==> config.mk <==
export PLATFORM = sky130hd
export DESIGN_NAME = shift_arbiter
export DESIGN_NICKNAME = d
export VERILOG_FILES = /design/src/rtl/shift_arbiter.sv
export SDC_FILE = /design/constraint.sdc
export NUM_CORES = 1
export LEC_CHECK = 0
export CORE_MARGIN = 1.5
export CORE_UTILIZATION = 40
export CTS_BUF_LIST = sky130_fd_sc_hd__clkbuf_2 sky130_fd_sc_hd__clkbuf_4 sky130_fd_sc_hd__clkbuf_8
export DETAILED_ROUTE_END_ITERATION = 12
export PLACE_DENSITY = 0.66
export RECOVER_POWER = 50
export REMOVE_ABC_BUFFERS = 1
export SLEW_MARGIN = 5
export SYNTH_ARGS = -nofsm -noshare
export SYNTH_HDL_FRONTEND = slang
export SYNTH_SLANG_ARGS = --single-unit
==> constraint.sdc <==
create_clock -name clk -period 2.71 [get_ports clk]
set_input_delay 0.542 -clock clk [delete_from_list [all_inputs] [get_ports clk]]
set_output_delay 0.542 -clock clk [all_outputs]
set_load 0.02 [all_outputs]
==> src/rtl/shift_arbiter.sv <==
// Two-requester round-robin arbiter feeding a multi-pass barrel shifter.
// Each accepted job is shifted at most 7 bits per cycle, then held until the consumer takes it.
module shift_arbiter #(
  parameter int DATA_WIDTH  = 8,
  parameter int SHAMT_WIDTH = 5
) (
  input  logic                   clk,
  input  logic                   rst_n,
  input  logic                   req0_valid,
  output logic                   req0_ready,
  input  logic [DATA_WIDTH-1:0]  req0_data,
  input  logic [SHAMT_WIDTH-1:0] req0_shamt,
  input  logic                   req0_lr,
  input  logic                   req0_al,
  input  logic                   req1_valid,
  output logic                   req1_ready,
  input  logic [DATA_WIDTH-1:0]  req1_data,
  input  logic [SHAMT_WIDTH-1:0] req1_shamt,
  input  logic                   req1_lr,
  input  logic                   req1_al,
  output logic                   out_valid,
  input  logic                   out_ready,
  output logic [DATA_WIDTH-1:0]  out_data,
  output logic                   out_id,
  output logic                   busy,
  output logic [7:0]             done_cnt
);

  typedef enum logic [1:0] {IDLE, SHIFT, DONE} state_t;

  localparam logic [SHAMT_WIDTH-1:0] MAX_STEP = SHAMT_WIDTH'(7);

  state_t                 state_q;
  logic [DATA_WIDTH-1:0]  acc_q, acc_d;
  logic [SHAMT_WIDTH-1:0] rem_q, rem_d, step;
  logic                   lr_q, al_q, id_q, ptr_q;
  logic                   out_valid_q, out_id_q, busy_q;
  logic [DATA_WIDTH-1:0]  out_data_q;
  logic [7:0]             done_cnt_q;

  logic                   in_idle, grant0, grant1, accept;
  logic [DATA_WIDTH-1:0]  data_sel;
  logic [SHAMT_WIDTH-1:0] shamt_sel;
  logic                   lr_sel, al_sel;

  // Single pass of at most 7 bits; arithmetic fill replicates the edge bit of the current value.
  function automatic logic [DATA_WIDTH-1:0] shift3(
    input logic [DATA_WIDTH-1:0] d,
    input logic [2:0]            s,
    input logic                  lr,
    input logic                  al
  );
    logic [DATA_WIDTH-1:0] ones;
    logic [DATA_WIDTH-1:0] res;
    ones = '1;
    if (lr) begin
      res = (d >> s) | (~(ones >> s) & {DATA_WIDTH{al & d[DATA_WIDTH-1]}});
    end else begin
      res = (d << s) | (~(ones << s) & {DATA_WIDTH{al & d[0]}});
    end
    return res;
  endfunction

  assign in_idle = rst_n && (state_q == IDLE);
  assign grant0  = in_idle && req0_valid && (!req1_valid || !ptr_q);
  assign grant1  = in_idle && req1_valid && (!req0_valid ||  ptr_q);
  assign accept  = grant0 || grant1;

  assign req0_ready = grant0;
  assign req1_ready = grant1;

  always_comb begin
    data_sel  = req0_data;
    shamt_sel = req0_shamt;
    lr_sel    = req0_lr;
    al_sel    = req0_al;
    if (grant1) begin
      data_sel  = req1_data;
      shamt_sel = req1_shamt;
      lr_sel    = req1_lr;
      al_sel    = req1_al;
    end
  end

  always_comb begin
    step  = (rem_q > MAX_STEP) ? MAX_STEP : rem_q;
    acc_d = shift3(acc_q, step[2:0], lr_q, al_q);
    rem_d = rem_q - step;
  end

  always_ff @(posedge clk) begin
    if (!rst_n) begin
      state_q     <= IDLE;
      acc_q       <= '0;
      rem_q       <= '0;
      lr_q        <= 1'b0;
      al_q        <= 1'b0;
      id_q        <= 1'b0;
      ptr_q       <= 1'b0;
      out_valid_q <= 1'b0;
      out_data_q  <= '0;
      out_id_q    <= 1'b0;
      busy_q      <= 1'b0;
      done_cnt_q  <= '0;
    end else begin
      case (state_q)
        IDLE: begin
          if (accept) begin
            acc_q   <= data_sel;
            rem_q   <= shamt_sel;
            lr_q    <= lr_sel;
            al_q    <= al_sel;
            id_q    <= grant1;
            ptr_q   <= ~grant1;
            busy_q  <= 1'b1;
            state_q <= SHIFT;
          end
        end
        SHIFT: begin
          acc_q <= acc_d;
          rem_q <= rem_d;
          // The result register only loads here, so out_data holds between jobs.
          if (rem_d == '0) begin
            state_q     <= DONE;
            out_valid_q <= 1'b1;
            out_data_q  <= acc_d;
            out_id_q    <= id_q;
          end
        end
        DONE: begin
          if (out_ready) begin
            state_q     <= IDLE;
            out_valid_q <= 1'b0;
            busy_q      <= 1'b0;
            done_cnt_q  <= done_cnt_q + 8'd1;
          end
        end
        default: state_q <= IDLE;
      endcase
    end
  end

  assign out_valid = out_valid_q;
  assign out_data  = out_data_q;
  assign out_id    = out_id_q;
  assign busy      = busy_q;
  assign done_cnt  = done_cnt_q;

endmodule

==> impl_results.md, run 1 <==
* Fmax at 0.380 GHz
* First-pass GRT wire length at 11700 um
* Slowest cell on crit path: clkdlybuf4s50_1
* Gate count after technology mapping at 310
* Clk Latency, worst-skew pair at 290 ps
* Top Ports at 56
* Placed instance area at 3140 um2
* Clock Skews at 11.1 ps
* Max IR drop VDD at 0.324 mV
* Post-synth ARST share at 0%
* Fillers at ~580
* Drt pass-1 iters at 5
* Cell Rows at 28
* Slew Viols, Final at 0
* Total wire length at 7250 um
* Via Count at 2583
* Setup WS post-layout at slightly above 80 ps
* Area Overhead vs Synth at 29.7%
* # setup viols final at 0
* Antenna diodes at 0
* Fin. Hold Viols at 0
* CTS Buf Count at 5
* Min-delay worst type: reg2reg
* Starting Density at 41.8%
* Clock Path Buffers at 2
* Post-route ant nets at 0
* Layout cell share with drive strength beyond 1 at 9.70%
* Status: finished clean
* Sinks on the clock net at 38
* Vias in the first global route at 2322
* Footprint of the multi-input gates at 1620 um2
* Worst slack at placement at 76.8 ps
* Delay-heaviest family, CP: buffers and inverters
* Leak at about 1.1 nW
* CP arrival at 2090 ps
* CP most frequent cell: clkdlybuf4s50_1
* Tcrit/Tclk final at between 90% and 100%
* Worst path max stage delay at slightly above 600 ps
* Setup repair bufs after CTS at 0
* DP HPWL at 5320 um
* Setup_tns at 0 ps
* H-Tree Depth at 2
* Cell area after layout at 3250 um2
* Post-synth EDFFs at 0
* Routed len/inst at 16.6 um
* Mapped Area at 2500 um2
* Post-cts sizing count at 0
* PortBufs at 55
* Worst-Margin Slew at just over 600 ps
* Register bit count reported by yosys at 38
* Number of max-cap violations at 0
* Crit path required time at around 2200 ps
* Synth warn at 0
* CP Max Fanout at 4
* Slew HR at 59.2%
* Reg2Reg Setup Slack at 410 ps
* Yosys cell types at between 60 and 70
* Power Density at 652 nW/um2
* WHS at between 400 and 500 ps
* CTS tree: done
* Final Net Count at 398
* Critical Path, Cell by Cell: clkdlybuf4s50_1 > nor3b_4 > and3_1 > clkdlybuf4s50_1
* DRC viols at 0
* Clock Root Buffer: clkbuf_8
* Total GRT Usage at 22.6%
* Hold_buf cts at 0
* Top FF cell, synth: dfxtp_1
* Initial antenna violation count at 0
* Setup CP Type: in2out
* Post-synthesis sequential area ratio at 30.4%
* Die W at 82.1 um
* Largest net degree at the start of global routing at 25
* Power Total at between 2 and 2.5 mW
* Clock slew at the register clock pins of the worst setup and hold paths at 80 ps
* Core Area at 5990 um2
* Post-layout min period at 2630 ps
* GP Congestion at ~0.95
* Die footprint at 6740 um2
* WP buf/inv at 2
* Iteration-0 DRC Markers at approximately 210
* Via-per-instance ratio at roughly 6
* Synthesized area per cell at a little over 8 um2
* CP Capture Type: output pin
* Grt ovf at 0
* Chip Height at 82.1 um
* Storage element area at 761 um2
* Critical Path Start Type: primary input
## placed cells by master (no fill, tap or decap), types with 3 or more instances in the layout
| cell | instances |
|---|---|
| o221ai_1 | 3 |
| mux2i_1 | 13 |
| dfxtp_1 | 38 |
| nor2b_1 | 6 |
| o2bb2ai_1 | 8 |
| a21oi_1 | 11 |
| a211oi_1 | 7 |
| nand3_1 | 18 |
| o21ai_0 | 13 |
| a21o_1 | 3 |
| buf_4 | 14 |
| inv_1 | 4 |
| a22o_1 | 4 |
| clkbuf_8 | 6 |
| o21ai_1 | 4 |
| and3_1 | 4 |
| nand2b_1 | 5 |
| clkdlybuf4s50_1 | 53 |
| nand4_1 | 3 |
| o32ai_1 | 4 |
| o22ai_1 | 5 |
| nor2_1 | 28 |
| nor3_1 | 11 |
| mux4_2 | 3 |
| xor2_1 | 5 |
| nand2_1 | 32 |
| a31oi_1 | 4 |
| ha_1 | 3 |
## stage by stage
stage / instances / utilization (%)
after floorplan: 284 / -
after global placement: 428 / 52.5
after detailed placement: 428 / 52.5
after CTS: 436 / 54.1
after global routing: 436 / 54.2
final: 436 / 54.2
## sequential cells by signal, indices dropped and copies added (netlist names)
register and cells:
out_data 8, done_cnt 8, id_q 1, out_id 1, rem_q 5, state_q 2
al_q 1, lr_q 1, acc_q 8, busy 1, out_valid 1, ptr_q 1
## Yosys cell counts, types with 4 or more instances
library cell | instances | share of area [%]
mux2i_1 | 13 | 5.2
nor3_1 | 11 | 2.2
nand2_1 | 32 | 4.8
xor2_1 | 5 | 1.7
nand2b_1 | 5 | 1.3
o32ai_1 | 4 | 1.4
o22ai_1 | 5 | 1.3
a31oi_1 | 4 | 1.0
and3_1 | 4 | 1.0
nor2b_1 | 6 | 1.5
a211oi_1 | 7 | 2.1
inv_1 | 4 | 0.60
clkbuf_1 | 18 | 2.7
a21oi_1 | 11 | 2.2
buf_2 | 6 | 1.2
o21ai_1 | 4 | 0.80
nor2_1 | 28 | 4.2
o21ai_0 | 13 | 2.6
nand3_1 | 18 | 3.6
a22o_1 | 4 | 1.4
dfxtp_1 | 38 | 30
o2bb2ai_1 | 8 | 2.8
## layout make-up
cell class	count	share of cell area [%]
Multi-Input combinational cell	241	49.9
Timing Repair Buffer	69	20.3
Clock buffer	6	2.54
Sequential cell	38	23.4
Tap cell	75	2.89
Inverter	5	0.578
Clock inverter	2	0.385
## worst paths after layout
| kind | from | end | cells after the start |
|---|---|---|---|
| worst max-delay path | rst_n | req0_ready | 4 |
| worst min register to register | out_data[6] | out_data[6] | 2 |
| worst min-delay path | out_data[6] | out_data[6] | 2 |
| worst max register to register | rem_q[3] | out_data[4] | 9 |
## cells by family after synthesis
group	after synthesis	share of synthesized area, %
xor gates and xnor gates	7	2.45
adders and majority gates	3	1.50
muxes	19	9.85
AOI/OAI and AO/OA	89	25.9
DFF	38	30.4
buffers and inverters	31	5.10
and+or+nand+nor	123	24.9
## per-layer routing
metal,share of wire [%],GRT usage [%],up-vias
met2,46,35.0,99
met4,0.99,4.58,0
met5,0,0,-
met1,46,32.0,1215
met3,7.0,5.38,8
li1,-,-,1261
## tightest hold or removal path, cell delays in order (launching register included)
cell and delay [ps]:
dfxtp_1 310, nand2_1 50, o2bb2ai_1 60
## power by group
| part | switching, mW | internal (mW) |
|---|---|---|
| clock network | 0.199 | 0.205 |
| registers | 0.105 | 0.623 |
| logic | 0.551 | 0.435 |
| total | 0.855 | 1.26 |
No activity file was read; power rests on OpenSTA's default activity.
==> inputs of run 2 (changes only) <==
Settings changed: CELL_PAD_IN_SITES_DETAIL_PLACEMENT from default to 1, CELL_PAD_IN_SITES_GLOBAL_PLACEMENT from default to 2, CORE_UTILIZATION 40 to 38, DONT_BUFFER_PORTS from default to 1, PLACE_DENSITY 0.66 to default, PLACE_DENSITY_LB_ADDON from default to 0.1.
==> run 2 against run 1 <==
Compared with the run above:
- sequential power increased by 4.8%
- register-to-register slack got worse by 130 ps
- first-iteration DRC count decreased by 20%
- global-route usage increased by 0.24 points
- final cell count decreased by 13%
- count of clock-buffer cells in the layout unchanged
- utilization decreased by 12 points
- wire length increased by 7.3%
- total power decreased by 3.2%
- fmax increased by 8.0%
==> impl_results.md, run 2 (synthesis gave the netlist of run 1 again) <==
* Status: finished clean
* Worst-case reg-to-reg path depth at 9
* Comb pwr share at 42.6%
* Clock Path Buffers at 2
* Slowest cell on crit path: dfxtp_1
* Fin. Hold Viols at 0
* Post-layout min period at 2430 ps
* Switching power at between 800 and 900 uW
* Sinks on the clock net at 38
* PortBufs at 0
* Initial antenna violation count at 0
* Number of max-cap violations at 0
* Seq pwr share at 37.3%
* Min-Delay Endpoint: acc_q[4]
* Vias in the first global route at approximately 2400
* CP Capture Type: flop
* Total GRT Usage at 22.8%
* Via Count at 2426
* Post-cts sizing count at 0
* Clock power frac at 20.1%
* WHS at 374 ps
* Setup CP Type: reg2reg
* Iteration-0 DRC Markers at approximately 170
* Grt ovf at 0
* Reg2reg end: out_id
* Cell Rows at 29
* Setup_tns at 0 ps
* Min-delay worst type: in2reg
* Setup WS post-layout at 275 ps
* Reg2Reg Setup Slack at between 200 and 300 ps
* Final Net Count at 340
* CP Max Fanout at 16
* DP HPWL at approximately 5800 um
* Max IR drop VDD at 0.294 mV
* # setup viols final at 0
* Drt pass-1 iters at 4
* Delay-heaviest family, CP: simple AND/OR/NAND/NOR gates
* Starting Density at approximately two fifths
* WP buf/inv at 1
* Hold path start: rst_n
* Via-per-instance ratio at about 6.4
* Chip Height at 84.2 um
* Hold_buf cts at 0
* Total wire length at 7770 um
* Pint at 1.19 mW
* CTS Buf Count at 5
* Power Total at 2.05 mW
* CTS tree: done
* Core Area at approximately 6300 um2
* Worst path max stage delay at 650 ps
* Area Overhead vs Synth at 6.40%
* Post-route ant nets at 0
* Worst r2r src: rem_q[4]
* First-pass GRT wire length at 13000 um
* Fmax at just over 0.4 GHz
* Slew Viols, Final at 0
* Die W at 84.2 um
* Crit path required time at 2880 ps
* H-Tree Depth at 2
* Layout cell share with drive strength beyond 1 at about a tenth
* CP arrival at ~2600 ps
* Antenna diodes at 0
* Clk Latency, worst-skew pair at 290 ps
* Most frequent cells in the layout: 38 x dfxtp_1, 32 x nand2_1, 28 x nor2_1
* Commonest non-fill, non-tap cell in the layout: dfxtp_1
* Top Ports at 56
* Worst-Margin Slew at 866 ps
* Clock Skews at roughly 5.6 ps
* Min-Delay Path Depth at 1
* Clock Root Buffer: clkbuf_8
* Tcrit/Tclk final at between 80% and 90%
* CP most frequent cell: nor2_1
* Power Density at 770 nW/um2
* Largest net degree at the start of global routing at 25
* Critical Path, Cell by Cell: or2_0 > nand2b_1 > ha_1 > nand2_1 > o221ai_1 > nor2_1 > buf_4 > mux2i_1 > nor2_1
* Leak at roughly 0.90 nW
* Slew HR at between 40% and 50%
* DRC viols at 0
* Critical Path Start Type: flop
* GP Congestion at just under 0.9
* RSZ-0062 raised after global routing: no
* Routed len/inst at 20.5 um
* Sw frac at 42.1%
* Clock slew at the register clock pins of the worst setup and hold paths at approximately 80 ps
* Die footprint at 7080 um2
* Setup repair bufs after CTS at 0
* Worst slack at placement at about 250 ps
run 2: worst max-delay path by stage:
stage,cells after the start,slack (ps),start,end
final,9,280,rem_q[4],out_id
after global routing,9,30,rem_q[4],out_id
after CTS,9,250,rem_q[4],out_id
after detailed placement,9,250,rem_q[4],out_id
after global placement,9,390,rem_q[4],out_id
after floorplan,8,310,rem_q[3],out_id
run 2: power by group through the flow:
stage	clock, mW	combinational, mW	sequential [mW]
after floorplan	0	0.604	0.756
after global placement	0	0.866	0.774
after detailed placement	0	0.872	0.776
after CTS	0.430	0.875	0.764
after global routing	0.461	0.967	0.778
final	0.412	0.873	0.763
run 2: area by class of cell:
cell class	count	area [um2]
Clock buffer	6	82.6
Clock inverter	2	12.5
Fill cell	762	3690
Inverter	5	18.8
Multi-Input combinational cell	241	1610
Sequential cell	38	761
Tap cell	77	96.3
Timing Repair Buffer	11	82.6
run 2: worst reg2reg max path, cell delays in order, from the launching register on:
cell and delay (ps):
dfxtp_1 650, or2_0 350, nand2b_1 150, ha_1 280, nand2_1 100, o221ai_1 200
nor2_1 130, buf_4 210, mux2i_1 200, nor2_1 50
run 2: stage by stage:
| stage | std cells | utilization, % | cell area, um2 |
|---|---|---|---|
| 2_1_floorplan | 284 | - | 2390 |
| 3_3_place_gp | 372 | 40.5 | 2570 |
| 3_5_place_dp | 372 | 40.5 | 2570 |
| 4_1_cts | 380 | 42.0 | 2670 |
| 5_1_grt | 380 | 41.9 | 2660 |
| 6_report | 380 | 41.9 | 2660 |
run 2: layer usage:
metal | vias up | track usage [%] | part of all wire [%]
li1 | 1146 | - | -
met3 | 13 | 4.82 | 5.4
met4 | 0 | 5.66 | 1.9
met5 | - | 0 | 0
met1 | 1185 | 32.1 | 47
met2 | 82 | 35.9 | 45
==> inputs of run 3 (changes only) <==
==> constraint.sdc (replaced) <==
create_clock -name clk -period 2.71 [get_ports clk]
set_input_delay 0.813 -clock clk [delete_from_list [all_inputs] [get_ports clk]]
set_output_delay 0.813 -clock clk [all_outputs]
set_load 0.02 [all_outputs]
==> run 3 against run 2 <==
Compared with the run above:
- non-clock buffer count increased by 5
- register-to-register slack improved by 90 ps
- wire length decreased by 2.1%
- critical path depth decreased by 6
- critical path type is now in2out
==> impl_results.md, run 3 (synthesis gave the netlist of run 1 again) <==
* Worst r2r src: rem_q[3]
* Worst-case reg-to-reg path depth at 9
* Worst slack at placement at 267 ps
* Top Ports at 56
* Setup CP Type: in2out
* Power Density at 766 nW/um2
* Post-cts sizing count at 0
* Slew Viols, Final at 0
* Comb pwr share at 43.7%
* Clock Root Buffer: clkbuf_8
* Slew HR at 55.2%
* Fin. Hold Viols at 0
* DRC viols at 0
* Leak at roughly 0.93 nW
* Setup WS post-layout at 289 ps
* Antenna diodes at 0
* PortBufs at 0
* Worst path max stage delay at 340 ps
* Die footprint at just over 7000 um2
* Most frequent cells in the layout: 38 x dfxtp_1, 32 x nand2_1, 28 x nor2_1
* Switching power at 869 uW
* Post-layout min period at 2420 ps
* Number of max-cap violations at 0
* Clock Skews at 4.52 ps
* Power Total at approximately 2.1 mW
* Worst Setup EP: req1_ready
* Setup repair bufs after CTS at 0
* Area Overhead vs Synth at 8.10%
* Post-route ant nets at 0
* Sw frac at 41.9%
* Total GRT Usage at 22.0%
* Starting Density at 39.4%
* H-Tree Depth at 2
* Sinks on the clock net at 38
* GP Congestion at 0.853
* Routed len/inst at 19.8 um
* First-pass GRT wire length at 12500 um
* Vias in the first global route at roughly 2300
* Critical Path, Cell by Cell: nor3b_2 > nand3_1 > inv_2
* Core Area at 6350 um2
* Critical Path Start Type: primary input
* Final Net Count at 345
* Clk Latency, worst-skew pair at roughly 290 ps
* CP arrival at 1610 ps
* Crit. path cell count at 3
* Drt pass-1 iters at 4
* Crit path required time at 1900 ps
* WP buf/inv at 1
* CTS Buf Count at 5
* Via Count at 2397
* Setup_tns at 0 ps
* Initial antenna violation count at 0
* Cell Rows at 29
* Reg2Reg Setup Slack at 370 ps
* Largest net degree at the start of global routing at 25
* Layout cell share with drive strength beyond 1 at 12.0%
* CP Max Fanout at 24
* Footprint of the multi-input gates at between 1500 and 2000 um2
* Tcrit/Tclk final at between 80% and 90%
* Via-per-instance ratio at 6.23
* Max IR drop VDD at 0.363 mV
* Clock power frac at 19.8%
* Grt ovf at 0
* RSZ-0062 raised after global routing: no
* # setup viols final at 0
* Iteration-0 DRC Markers at 128
* Pint at 1.20 mW
* Storage element area at 761 um2
* Delay-heaviest family, CP: simple AND/OR/NAND/NOR gates
* Min-Delay Path Depth at 2
* Clock Path Buffers at 2
* Fillers at ~780
* Chip Height at between 80 and 90 um
* Reg2reg end: out_data[3]
* CP Launch Point: rst_n
* Commonest non-fill, non-tap cell in the layout: dfxtp_1
* WHS at roughly 470 ps
* Fmax at between 0.4 and 0.5 GHz
* DP HPWL at 5710 um
* Status: finished clean
* Worst-Margin Slew at 672 ps
* Total wire length at 7610 um
* CTS tree: done
* Die W at 84.2 um
* CP Capture Type: output pin
* Slowest cell on crit path: inv_2
* Min-delay worst type: reg2reg
* Seq pwr share at 36.6%
* Clock slew at the register clock pins of the worst setup and hold paths at about 80 ps
* Hold_buf cts at 0
run 3: cell types whose count changed in the layout (fill, tap and decap cells not counted):
cell	before	now
buf_4	11	16
nor3b_1	3	2
nor3b_2	0	1
o21ai_0	14	13
o21ai_1	3	4
run 3: power by group through the flow:
stage | Sequential (mW) | Clock (mW) | Combinational (mW)
2_1_floorplan | 0.756 | 0 | 0.604
3_3_place_gp | 0.772 | 0 | 0.897
3_5_place_dp | 0.772 | 0 | 0.908
4_1_cts | 0.759 | 0.424 | 0.910
5_1_grt | 0.773 | 0.449 | 1.01
6_report | 0.758 | 0.410 | 0.905
run 3: cell type report:
type	instances	area share [%]
repair buffers	16	4.44
well taps	77	3.56
inverters	5	0.694
multi-input cells	241	59.7
flip-flops and latches	38	28.1
clock inverters	2	0.463
clock buffers	6	3.05
run 3: routing by layer:
metal / vias to the layer above / GRT usage, % / wire, um
met5: - / 0 / 0
met4: 0 / 5.81 / 129
met3: 12 / 4.03 / 334
met2: 70 / 35.1 / 3580
met1: 1158 / 30.8 / 3560
li1: 1157 / - / -
run 3: how the worst min path moves through the flow:
stage	slack (ps)	startpoint	endpoint
after detailed placement	470	id_q	id_q
after global placement	480	id_q	id_q
after floorplan	440	id_q	id_q
after CTS	480	id_q	id_q
after global routing	520	id_q	id_q
final	470	id_q	id_q
run 3: through the flow:
step | util, % | instance area, um2 | cells
after global routing | 42.6 | 2710 | 385
after floorplan | - | 2390 | 284
after global placement | 41.1 | 2610 | 377
after CTS | 42.6 | 2710 | 385
final | 42.6 | 2710 | 385
after detailed placement | 41.1 | 2610 | 377
run 3: tightest hold or removal path: stages, from the launching register on:
cell and delay, ps:
dfxtp_1 320, nand2_1 50, o21ai_0 60
